[config.mk]
export PLATFORM = sky130hd
export DESIGN_NAME = noise_channel_adder
export DESIGN_NICKNAME = d
export VERILOG_FILES = /design/src/rtl/noise_channel_adder.sv
export SDC_FILE = /design/constraint.sdc
export NUM_CORES = 1
export LEC_CHECK = 0
export ABC_CLOCK_PERIOD_IN_PS = 10860
export BUFFER_PORTS_ARGS = -buffer_cell sky130_fd_sc_hd__clkbuf_2
export CORE_ASPECT_RATIO = 0.5
export CORE_MARGIN = 5
export CORE_UTILIZATION = 55
export CTS_BUF_LIST = sky130_fd_sc_hd__clkbuf_16
export DETAILED_ROUTE_END_ITERATION = 6
export GPL_TIMING_DRIVEN = 0
export MAX_ROUTING_LAYER = met4
export PLACE_DENSITY_LB_ADDON = 0.1
export SYNTH_ARGS = -nofsm -noshare
export SYNTH_HDL_FRONTEND = slang
export SYNTH_SLANG_ARGS = --single-unit
[constraint.sdc]
create_clock -name clk -period 10.86 [get_ports clk]
set_input_delay 0.543 -clock clk [delete_from_list [all_inputs] [get_ports clk]]
set_output_delay 0.543 -clock clk [all_outputs]
set_load 0.01 [all_outputs]
[src/rtl/noise_channel_adder.sv]
// Noise channel adder: joins each channel sample with one buffered noise
// sample, adds the (scaled) noise with saturation and presents the result
// through a single registered output stage.
//
// Handshake: a word moves on any interface only in a cycle where both
// valid and ready are high at the rising edge; once sig_out_valid is high,
// sig_out and sig_out_valid stay unchanged until sig_out_ready is seen.
// The noise input has no ready, so samples that find the FIFO full are
// dropped and counted.
module noise_channel_adder #(
    parameter int DATA_W      = 8,
    parameter int NOISE_W     = 8,
    parameter int FIFO_DEPTH  = 4,
    parameter int SCALE_SHIFT = 0
) (
    input  logic                clk,
    input  logic                rstn,
    input  logic                en,
    input  logic [DATA_W-1:0]   sig_in,
    input  logic                sig_in_valid,
    output logic                sig_in_ready,
    input  logic [NOISE_W-1:0]  noise_in,
    input  logic                noise_in_valid,
    output logic [DATA_W-1:0]   sig_out,
    output logic                sig_out_valid,
    input  logic                sig_out_ready,
    output logic [15:0]         sat_count,
    output logic [15:0]         drop_count,
    output logic [31:0]         sample_count
);

    localparam int AW    = $clog2(FIFO_DEPTH);
    localparam int SUM_W = DATA_W + SCALE_SHIFT + 2;

    // Clamp limits expressed in the wide sum domain.
    localparam logic signed [SUM_W-1:0] SUM_MAX =
        {{(SUM_W-DATA_W+1){1'b0}}, {(DATA_W-1){1'b1}}};
    localparam logic signed [SUM_W-1:0] SUM_MIN = ~SUM_MAX;

    logic [NOISE_W-1:0]       fifo_mem [FIFO_DEPTH];
    logic [AW:0]              wr_ptr;
    logic [AW:0]              rd_ptr;
    logic                     empty;
    logic                     full;
    logic                     push;
    logic                     pop;
    logic                     drop;
    logic                     accept;
    logic [NOISE_W-1:0]       noise_head;
    logic signed [SUM_W-1:0]  sig_ext;
    logic signed [SUM_W-1:0]  noise_ext;
    logic signed [SUM_W-1:0]  noise_scaled;
    logic signed [SUM_W-1:0]  sum;
    logic                     sat_hi;
    logic                     sat_lo;
    logic [DATA_W-1:0]        clamped;

    // FIFO status and the join/accept handshake decode.
    always_comb begin
        empty        = (wr_ptr == rd_ptr);
        full         = (wr_ptr[AW] != rd_ptr[AW]) &&
                       (wr_ptr[AW-1:0] == rd_ptr[AW-1:0]);
        sig_in_ready = en && !empty && (!sig_out_valid || sig_out_ready);
        accept       = sig_in_valid && sig_in_ready;
        pop          = accept;
        push         = en && noise_in_valid && (!full || pop);
        drop         = en && noise_in_valid && full && !pop;
    end

    // Sign-extend both operands, scale the noise, add and clamp.
    always_comb begin
        noise_head   = fifo_mem[rd_ptr[AW-1:0]];
        sig_ext      = {{(SUM_W-DATA_W){sig_in[DATA_W-1]}}, sig_in};
        noise_ext    = {{(SUM_W-NOISE_W){noise_head[NOISE_W-1]}}, noise_head};
        noise_scaled = noise_ext << SCALE_SHIFT;
        sum          = sig_ext + noise_scaled;
        sat_hi       = (sum > SUM_MAX);
        sat_lo       = (sum < SUM_MIN);
        if (sat_hi) begin
            clamped = SUM_MAX[DATA_W-1:0];
        end else if (sat_lo) begin
            clamped = SUM_MIN[DATA_W-1:0];
        end else begin
            clamped = sum[DATA_W-1:0];
        end
    end

    // Noise storage; contents need no reset because the pointers define validity.
    always_ff @(posedge clk) begin
        if (push) begin
            fifo_mem[wr_ptr[AW-1:0]] <= noise_in;
        end
    end

    // FIFO pointers; the extra MSB separates full from empty.
    always_ff @(posedge clk) begin
        if (!rstn) begin
            wr_ptr <= '0;
            rd_ptr <= '0;
        end else begin
            if (push) wr_ptr <= wr_ptr + 1'b1;
            if (pop)  rd_ptr <= rd_ptr + 1'b1;
        end
    end

    // Registered output stage: load on accept, clear valid when drained.
    always_ff @(posedge clk) begin
        if (!rstn) begin
            sig_out       <= '0;
            sig_out_valid <= 1'b0;
        end else if (accept) begin
            sig_out       <= clamped;
            sig_out_valid <= 1'b1;
        end else if (sig_out_valid && sig_out_ready) begin
            sig_out_valid <= 1'b0;
        end
    end

    // Event counters: saturation and drop stick at all-ones, samples wrap.
    always_ff @(posedge clk) begin
        if (!rstn) begin
            sat_count    <= '0;
            drop_count   <= '0;
            sample_count <= '0;
        end else begin
            if (accept && (sat_hi || sat_lo) && (sat_count != 16'hFFFF)) begin
                sat_count <= sat_count + 16'd1;
            end
            if (drop && (drop_count != 16'hFFFF)) begin
                drop_count <= drop_count + 16'd1;
            end
            if (accept) begin
                sample_count <= sample_count + 32'd1;
            end
        end
    end

endmodule

# ---- After elaboration in Yosys (flattened, before gate mapping)
# Memories as Yosys holds them, arrays and structs flattened. A register that Yosys moved wholly into a read port is not among the register bits.
# Cells that the tools add are included.
dict set report totals {
  ff_bits 79
  latchBits 0
  ramBits 32
  romBits 0
  input_bits 22
  mem_count 1
}
# memory words width read_ports rd_clocked_by_memory_dff write_ports line
set memory_table {}
lappend memory_table {fifo_mem 4 8 1 1 1 40} ;# logic [NOISE_W-1:0] fifo_mem [FIFO_DEPTH];
dict set report op_classes {
  add_sub_neg 6
  multipliers 0
  n_div 0
  magnitude_cmp 2
  n_eq_ne 5
  shift 0
  mux 8
  bitwise_logic 0
  n_reduce_logical 20
}
# cell n
set ops {}
lappend ops {{$add A16 B1 Y16 const B} 2}
lappend ops {{$add A32 B1 Y32 const B} 1}
lappend ops {{$ne A16 B16 Y1 const B} 2}
lappend ops {{$mux W8} 2}
lappend ops {{$logic_and A1 B1 Y1} 12}
lappend ops {{$add A8 B8 Y9} 1}
lappend ops {{$gt A9 B8 Y1 const B} 1}
lappend ops {{$lt A9 B8 Y1 const B} 1}
lappend ops {{$add A3 B1 Y3 const B} 2}
lappend ops {{$logic_not A1 Y1} 4}
lappend ops {{$mux W1} 4}
lappend ops {{$mux W2} 2}
lappend ops {{$eq A3 B3 Y1} 1}
lappend ops {{$logic_or A1 B1 Y1} 3}
lappend ops {{$eq A2 B2 Y1} 1}
lappend ops {{$reduce_bool A2 Y1} 1}
lappend ops {{$ne A1 B1 Y1} 1}

# ---- Logic depth before layout (Yosys ltp)
# Gate-level depths: netlist of run 1.
dict set report logic_depth {
  ltp_word 9
  ltp_mapped 12
  depth_no_buf 10
}

# ---- Worst setup path after synthesis of run 1
# Ideal clock, no wire load.
dict set report synth_timing {
  path_type {flip-flop to flip-flop}
  from {register with a tool-made name}
  to {register sat_count[13]}
  setup_time_ns 0.070
  arrival_time_ns 3.322
  required_time_ns 10.790
  slack_ns 7.467
  stages_incl_launch_ff 12
  path_buffers 1
  synth_period_minus_slack_ns 3.393
  path_cell_list {dfxtp_1 > clkbuf_1 > mux4_2 > ha_1 > fa_1 > a21o_1 > a21oi_1 > o211ai_1 > o22ai_2 > o211ai_4 > or4_1 > a21oi_1}
}
# item line
set synth_rtl {}
lappend synth_rtl {{end signal, assigned} 127} ;# sat_count <= sat_count + 16'd1;
lappend synth_rtl {{end, declared} 27} ;# output logic [15:0] sat_count,

==> impl_results.md, run 1 <==
* Post-synthesis cell area at 5350 µm²
* Finished Core Util at 69.2%
* Rel. slew slack at 56.5%
* Synth-to-Final Area Change at 22.7%
* Top FF cell, synth: dfxtp_1
* Worst path arrival time at 4.07 ns
* Ys async rst share at 0%
* RSZ-0062 raised after global routing: no
* Pwr Total at 1.08 mW
* Initial core utilization at 56.4%
* EDFF count, synth at 32
* Final wirelength at 11800 µm
* Clock latency on the worst-skew pair at 0.41 ns
* Core ar. at 9480 µm²
* Seq/Total Area, Yosys at 48.3%
* Drt wl/cell at 15.1 µm
* Post-DRT Antenna Nets at 0
* Largest net degree at the start of global routing at 17
* Final hold viol count at 0
* Post-place instance area at 5990 µm²
* Maximum VDD drop at 0.000144 V
* Most frequent cells in the layout: clkbuf_2 (94), dfxtp_1 (81), nor2_1 (64), nand2_1 (44), edfxtp_1 (32)
* Initial antenna violation count at 0
* Max H-tree Level at 4
* Critical path required time at 11.12 ns
* Final Skew at 0.00944 ns
* CTS tree: done
* Via density at 5.40
* Clk pin slew, worst setup/hold paths at 0.05 ns
* Leak Pwr at 2.55 nW
* ANT cells at 0
* Pwr per Cell Area at 164 nW/µm²
* Rows at 25
* Slew Limit Fails at 0
* CTS buffer count at 17
* Cells after DPL at 755
* Grt ovf at 0
* Clk sinks at 113
* Max Cap Viol at 0
* Commonest non-fill, non-tap cell in the layout: clkbuf_2
* Part of the cycle the worst path needs at 35.1%
* Port bufs at 94
* #FFs+latches synth at 113
* Syn Nets at 565
* Resize count post-CTS at 0
* Ports at 96
* CTS root buf: clkbuf_16
* Vias in the first global route at 3948
* Hpwl dp at 8450 µm
* Setup_tns at 0 ns
* Die ar. at 11900 µm²
* Global-route wire length before repair at 19400 µm
* Die height at 79.7 µm
* Crit. End Element: flip-flop
* Synth warn at 0
* Cells after Synth at 526
* Post-CTS Setup Inserts at 0
* Max clock buf depth at 2
* Routability Congestion at 0.847
* DRT iter0 DRCs at 229
* DRC Markers at 0
* Type of origin of the critical path: flip-flop
* Crit Path Class: reg -> reg
* Synth unique cells at 60
* Die X at 149 µm
* Final setup viols at 0
* Mean post-synth cell area at 10.2 µm²
* Worst hold path type: in -> reg
* # fillers at 760
* Nets at 678
* 1st-pass router iterations at 5
* Hold-fix buffers, CTS at 0
* Status: completed
* Total track usage at 21.2%
* Least-Margin Pin Slew at 0.653 ns
* Via count at 4246
* CP max FO at 10
* Fmax at 0.262 GHz
* Design area at 6560 µm²
* Post-route insts no fill at 787
* Share of post-route cells with drive strength above 1 at 23.9%
* Fin crit period at 3.81 ns
-- kinds of logic (layout without fill, tap and decap cells) --
group           Yosys count  in the layout  synth area share [%]
simple gates            214            214                  21.2
flops                   113            113                  48.3
compound gates           84             84                  10.3
xor+xnor                 56             56                  9.31
buf+inv                  28            154                  2.32
fa+ha+maj                17             17                  4.12
mux                      14             14                  4.49
-- power breakdown --
| part | total, mW | internal (mW) | switching [mW] |
|---|---|---|---|
| registers | 0.444 | 0.440 | 0.00374 |
| clock network | 0.545 | 0.354 | 0.191 |
| logic | 0.0879 | 0.0331 | 0.0549 |
-- flip-flops by register name, indices dropped and copies added, names as in the netlist, named ones only --
name	flops
wr_ptr	3
sig_out_valid	1
sample_count	32
fifo_mem	32
sig_out	8
drop_count	16
rd_ptr	3
sat_count	16
-- stage by stage --
| stage | hold WS [ns] | setup slack [ns] |
|---|---|---|
| 2_1_floorplan | 0.479 | 7.47 |
| 3_3_place_gp | 0.467 | 7.04 |
| 3_5_place_dp | 0.479 | 7.04 |
| 4_1_cts | 0.346 | 7.01 |
| 5_1_grt | 0.357 | 6.80 |
| 6_report | 0.355 | 7.05 |
-- area by class of cell --
class | count | area, µm² | area share [%]
tap | 135 | 169 | 2.57
inverter | 9 | 33.8 | 0.515
buffer | 19 | 90.1 | 1.37
multi-input combinational | 385 | 2640 | 40.3
clock inverter | 15 | 149 | 2.27
sequential | 113 | 2580 | 39.4
clock buffer | 17 | 425 | 6.48
timing repair buffer | 94 | 470 | 7.17
-- worst paths after layout --
path / start / end / slack, ns / depth (start not counted)
worst min register to register: sig_out[6] / sig_out[6] / 0.48 / 2
worst min-delay path: noise_in[2] / fifo_mem[2][2] / 0.36 / 1
worst max register to register: flip-flop / sat_count[10] / 7.05 / 12
worst max-delay path: flip-flop / sat_count[10] / 7.05 / 12
-- synth_stat cells, types with 6 or more instances --
| library cell | instances | area (µm²) |
|---|---|---|
| nand2_1 | 44 | 165 |
| mux2i_1 | 6 | 60.1 |
| xnor2_1 | 27 | 236 |
| or3_1 | 7 | 43.8 |
| and4_1 | 7 | 61.3 |
| nand4_1 | 8 | 50.1 |
| and3_1 | 8 | 50.1 |
| nand3_1 | 25 | 125 |
| mux4_2 | 8 | 180 |
| ha_1 | 16 | 200 |
| edfxtp_1 | 32 | 961 |
| and2_1 | 6 | 37.5 |
| dfxtp_1 | 81 | 1620 |
| a21oi_1 | 31 | 155 |
| xor2_1 | 28 | 245 |
| nor3_1 | 8 | 40.0 |
| nor4_1 | 7 | 43.8 |
| nand2b_1 | 8 | 50.1 |
| clkbuf_1 | 13 | 48.8 |
| nor2_1 | 64 | 240 |
| o21ai_0 | 22 | 110 |
| inv_1 | 9 | 33.8 |
-- layer usage --
metal  wire length [µm]  track usage (%)  vias to the layer above  part of all wire (%)
li1                   -                -                     2126                     -
met1               5880             28.9                     2015                    50
met2               5270             32.2                       91                    44
met3                572             4.65                       14                   4.8
met4                125             6.39                        0                   1.1
met5                  0                -                        -                     0
-- worst max-delay path, stage by stage (launching register included) --
cell	delay, ns
dfxtp_1	0.31
clkbuf_1	0.50
mux4_2	0.61
ha_1	0.24
fa_1	0.43
a21o_1	0.20
a21oi_1	0.24
o211ai_1	0.13
o22ai_2	0.18
o211ai_4	0.16
buf_6	0.18
o41ai_1	0.36
a21oi_1	0.11
Note: power is estimated with default switching activity, not from simulation.
==> run 2: changes to the inputs <==
--- a/config.mk
+++ b/config.mk
@@ -5,7 +5,7 @@
 export SDC_FILE = /design/constraint.sdc
 export NUM_CORES = 1
 export LEC_CHECK = 0
-export ABC_CLOCK_PERIOD_IN_PS = 10860
+export ABC_CLOCK_PERIOD_IN_PS = 4000
 export BUFFER_PORTS_ARGS = -buffer_cell sky130_fd_sc_hd__clkbuf_2
 export CORE_ASPECT_RATIO = 0.5
 export CORE_MARGIN = 5
==> constraint.sdc (replaced) <==
create_clock -name clk -period 4 [get_ports clk]
set_input_delay 0.2 -clock clk [delete_from_list [all_inputs] [get_ports clk]]
set_output_delay 0.2 -clock clk [all_outputs]
set_load 0.01 [all_outputs]
==> impl_results.md, run 2 (synthesis results as in run 1) <==
* Status: completed (unchanged)
* Cell Chain, Critical Path: mux4_2 > ha_1 > fa_1 > a21o_1 > a21oi_1 > o211ai_1 > o22ai_2 > o211ai_4 > buf_6 > o41ai_1 > a21oi_1 (was clkbuf_1 > mux4_2 > ha_1 > fa_1 > a21o_1 > a21oi_1 > o211ai_1 > o22ai_2 > o211ai_4 > buf_6 > o41ai_1 > a21oi_1)
* Initial core utilization at 56.4% (unchanged)
* Met1 usage at 28.9% (unchanged)
* Maximum VDD drop at 0.000390 V (was 0.000144 V)
* Largest net degree at the start of global routing at 17 (unchanged)
* Clock group share of total power at 50.6% (about the same)
* Die height at 79.7 µm (unchanged)
* Post-CTS Setup Inserts at 0 (unchanged)
* Power share of the sequential group at 41.4% (was 41.2%)
* Part of the cycle the worst path needs at 90.9% (was 35.1%)
* Nets at 677 (was 678)
* Most frequent cells in the layout: clkbuf_2 (94), dfxtp_1 (81), nor2_1 (64), nand2_1 (44), edfxtp_1 (32) (unchanged)
* Hpwl dp at 8450 µm (unchanged)
* Commonest non-fill, non-tap cell in the layout: clkbuf_2 (unchanged)
* Footprint of the multi-input gates at 2640 µm² (unchanged)
* Switch Pwr at 674 µW (was 249 µW)
* Grt ovf at 0 (unchanged)
* Leak Pwr at 2.55 nW (about the same)
* Total track usage at 21.2% (unchanged)
* Via count at 4232 (was 4246)
* Max Cap Viol at 0 (unchanged)
* DRT iter0 DRCs at 200 (was 229)
* Max clock buf depth at 2 (unchanged)
* Max H-tree Level at 4 (unchanged)
* Global-route wire length before repair at 19400 µm (unchanged)
* Crit Path Class: reg -> reg (unchanged)
* Least-Margin Pin Slew at 0.600 ns (was 0.653 ns)
* Clk sinks at 113 (unchanged)
* Ports at 96 (unchanged)
* ANT cells at 0 (unchanged)
* Die X at 149 µm (unchanged)
* Synth-to-Final Area Change at 22.6% (was 22.7%)
* Comb pwr share at 8.0% (was 8.2%)
* Final setup viols at 0 (unchanged)
* CP max FO at 10 (unchanged)
* WP buf/inv at 1 (was 2)
* CTS tree: done (unchanged)
* Resize count post-CTS at 0 (unchanged)
* Rel. slew slack at 60.0% (was 56.5%)
* 1st-pass router iterations at 4 (was 5)
* Sw Share at 23.1% (was 23.2%)
* CTS root buf: clkbuf_16 (unchanged)
* Fmax at 0.275 GHz (was 0.262 GHz)
* Final Skew at 0.0104 ns (was 0.00944 ns)
* Finished Core Util at 69.2% (about the same)
* Hold-fix buffers, CTS at 0 (unchanged)
* Type of origin of the critical path: flip-flop (unchanged)
* CTS buffer count at 17 (unchanged)
* Worst path arrival time at 3.89 ns (was 4.07 ns)
* Final hold viol count at 0 (unchanged)
* Initial antenna violation count at 0 (unchanged)
* Vias in the first global route at 3948 (unchanged)
* Core ar. at 9480 µm² (unchanged)
* Routability Congestion at 0.847 (unchanged)
* Area occupied by registers at 2580 µm² (unchanged)
* Post-DRT Antenna Nets at 0 (unchanged)
* Pwr Total at 2.92 mW (was 1.08 mW)
* Worst path top cell family by delay: compound AO/OA/AOI/OAI gates (unchanged)
* Critical path required time at 4.26 ns (was 11.12 ns)
* GR met2 Demand/Resource at 32.2% (unchanged)
* Share of post-route cells with drive strength above 1 at 24.0% (was 23.9%)
* Port bufs at 94 (unchanged)
* Cell internal pwr at 2.25 mW (was 827 µW)
* CP most frequent cell: a21oi_1 (unchanged)
* Final wirelength at 11800 µm (about the same)
* # fillers at 759 (was 760)
* Worst hold path type: in -> reg (unchanged)
* Post-route insts no fill at 786 (was 787)
* Crit-path slowest cell: dfxtp_1 (was mux4_2)
* Die ar. at 11900 µm² (unchanged)
* RSZ-0062 raised after global routing: no (unchanged)
* Setup_tns at 0 ns (unchanged)
* Clock latency on the worst-skew pair at 0.40 ns (was 0.41 ns)
* Drt wl/cell at 15.1 µm (about the same)
* Fin crit period at 3.64 ns (was 3.81 ns)
* Cells after DPL at 755 (unchanged)
* Rows at 25 (unchanged)
* Clk pin slew, worst setup/hold paths at 0.05 ns (about the same)
* Via density at 5.38 (was 5.40)
* Met3 GRT Util at 4.65% (unchanged)
* Pwr per Cell Area at 445 nW/µm² (was 164 nW/µm²)
* Slew Limit Fails at 0 (unchanged)
* GRT busiest layer: met2 (unchanged)
* CP max stage delay at 0.66 ns (was 0.61 ns)
* DRC Markers at 0 (unchanged)
* Crit. End Element: flip-flop (unchanged)
## run 2: power by group through the flow
stage	Clock, mW	Combinational (mW)	Sequential [mW]
floorplan	0	0.169	1.23
global placement	0	0.234	1.23
detailed placement	0	0.237	1.23
CTS	1.50	0.239	1.21
global route	1.55	0.259	1.21
finish	1.48	0.235	1.21
## run 2: layout make-up
class                      count  share of cell area [%]
inverter                       9                   0.515
tap                          135                    2.58
timing repair buffer          94                    7.17
buffer                        18                    1.32
clock inverter                15                    2.27
multi-input combinational    385                    40.3
clock buffer                  17                    6.49
sequential                   113                    39.4
## run 2: path summary, 6_finish.rpt
kind | slack, ns | to | from | cells past startpoint
hold / removal | 0.02 | fifo_mem[2][2] | noise_in[2] | 1
hold reg to reg | 0.49 | sig_out[6] | sig_out[6] | 2
setup / recovery | 0.36 | sat_count[10] | flip-flop | 11
setup reg to reg | 0.36 | sat_count[10] | flip-flop | 11
## run 2: stage by stage
stage | hold slack, ns | instance area (µm²) | setup slack (ns)
global route | 0.0145 | 6560 | 0.129
global placement | 0.418 | 5990 | 0.181
CTS | 0.00263 | 6560 | 0.148
finish | 0.0171 | 6560 | 0.363
detailed placement | 0.425 | 5990 | 0.181
floorplan | 0.299 | 5350 | 0.607
## run 2: worst reg2reg max path, cell delays in order (launching register included)
cell and delay, ns:
dfxtp_1 0.66, mux4_2 0.60, ha_1 0.24, fa_1 0.43
a21o_1 0.20, a21oi_1 0.24, o211ai_1 0.13, o22ai_2 0.18
o211ai_4 0.16, buf_6 0.18, o41ai_1 0.37, a21oi_1 0.11
## run 2: routing by layer
metal  part of all wire [%]  vias up  wire length, µm
met4                   0.44        0               52
li1                       -     2122                -
met2                     45       87             5360
met5                      0        -                0
met3                    4.6        7              546
met1                     50     2016             5870
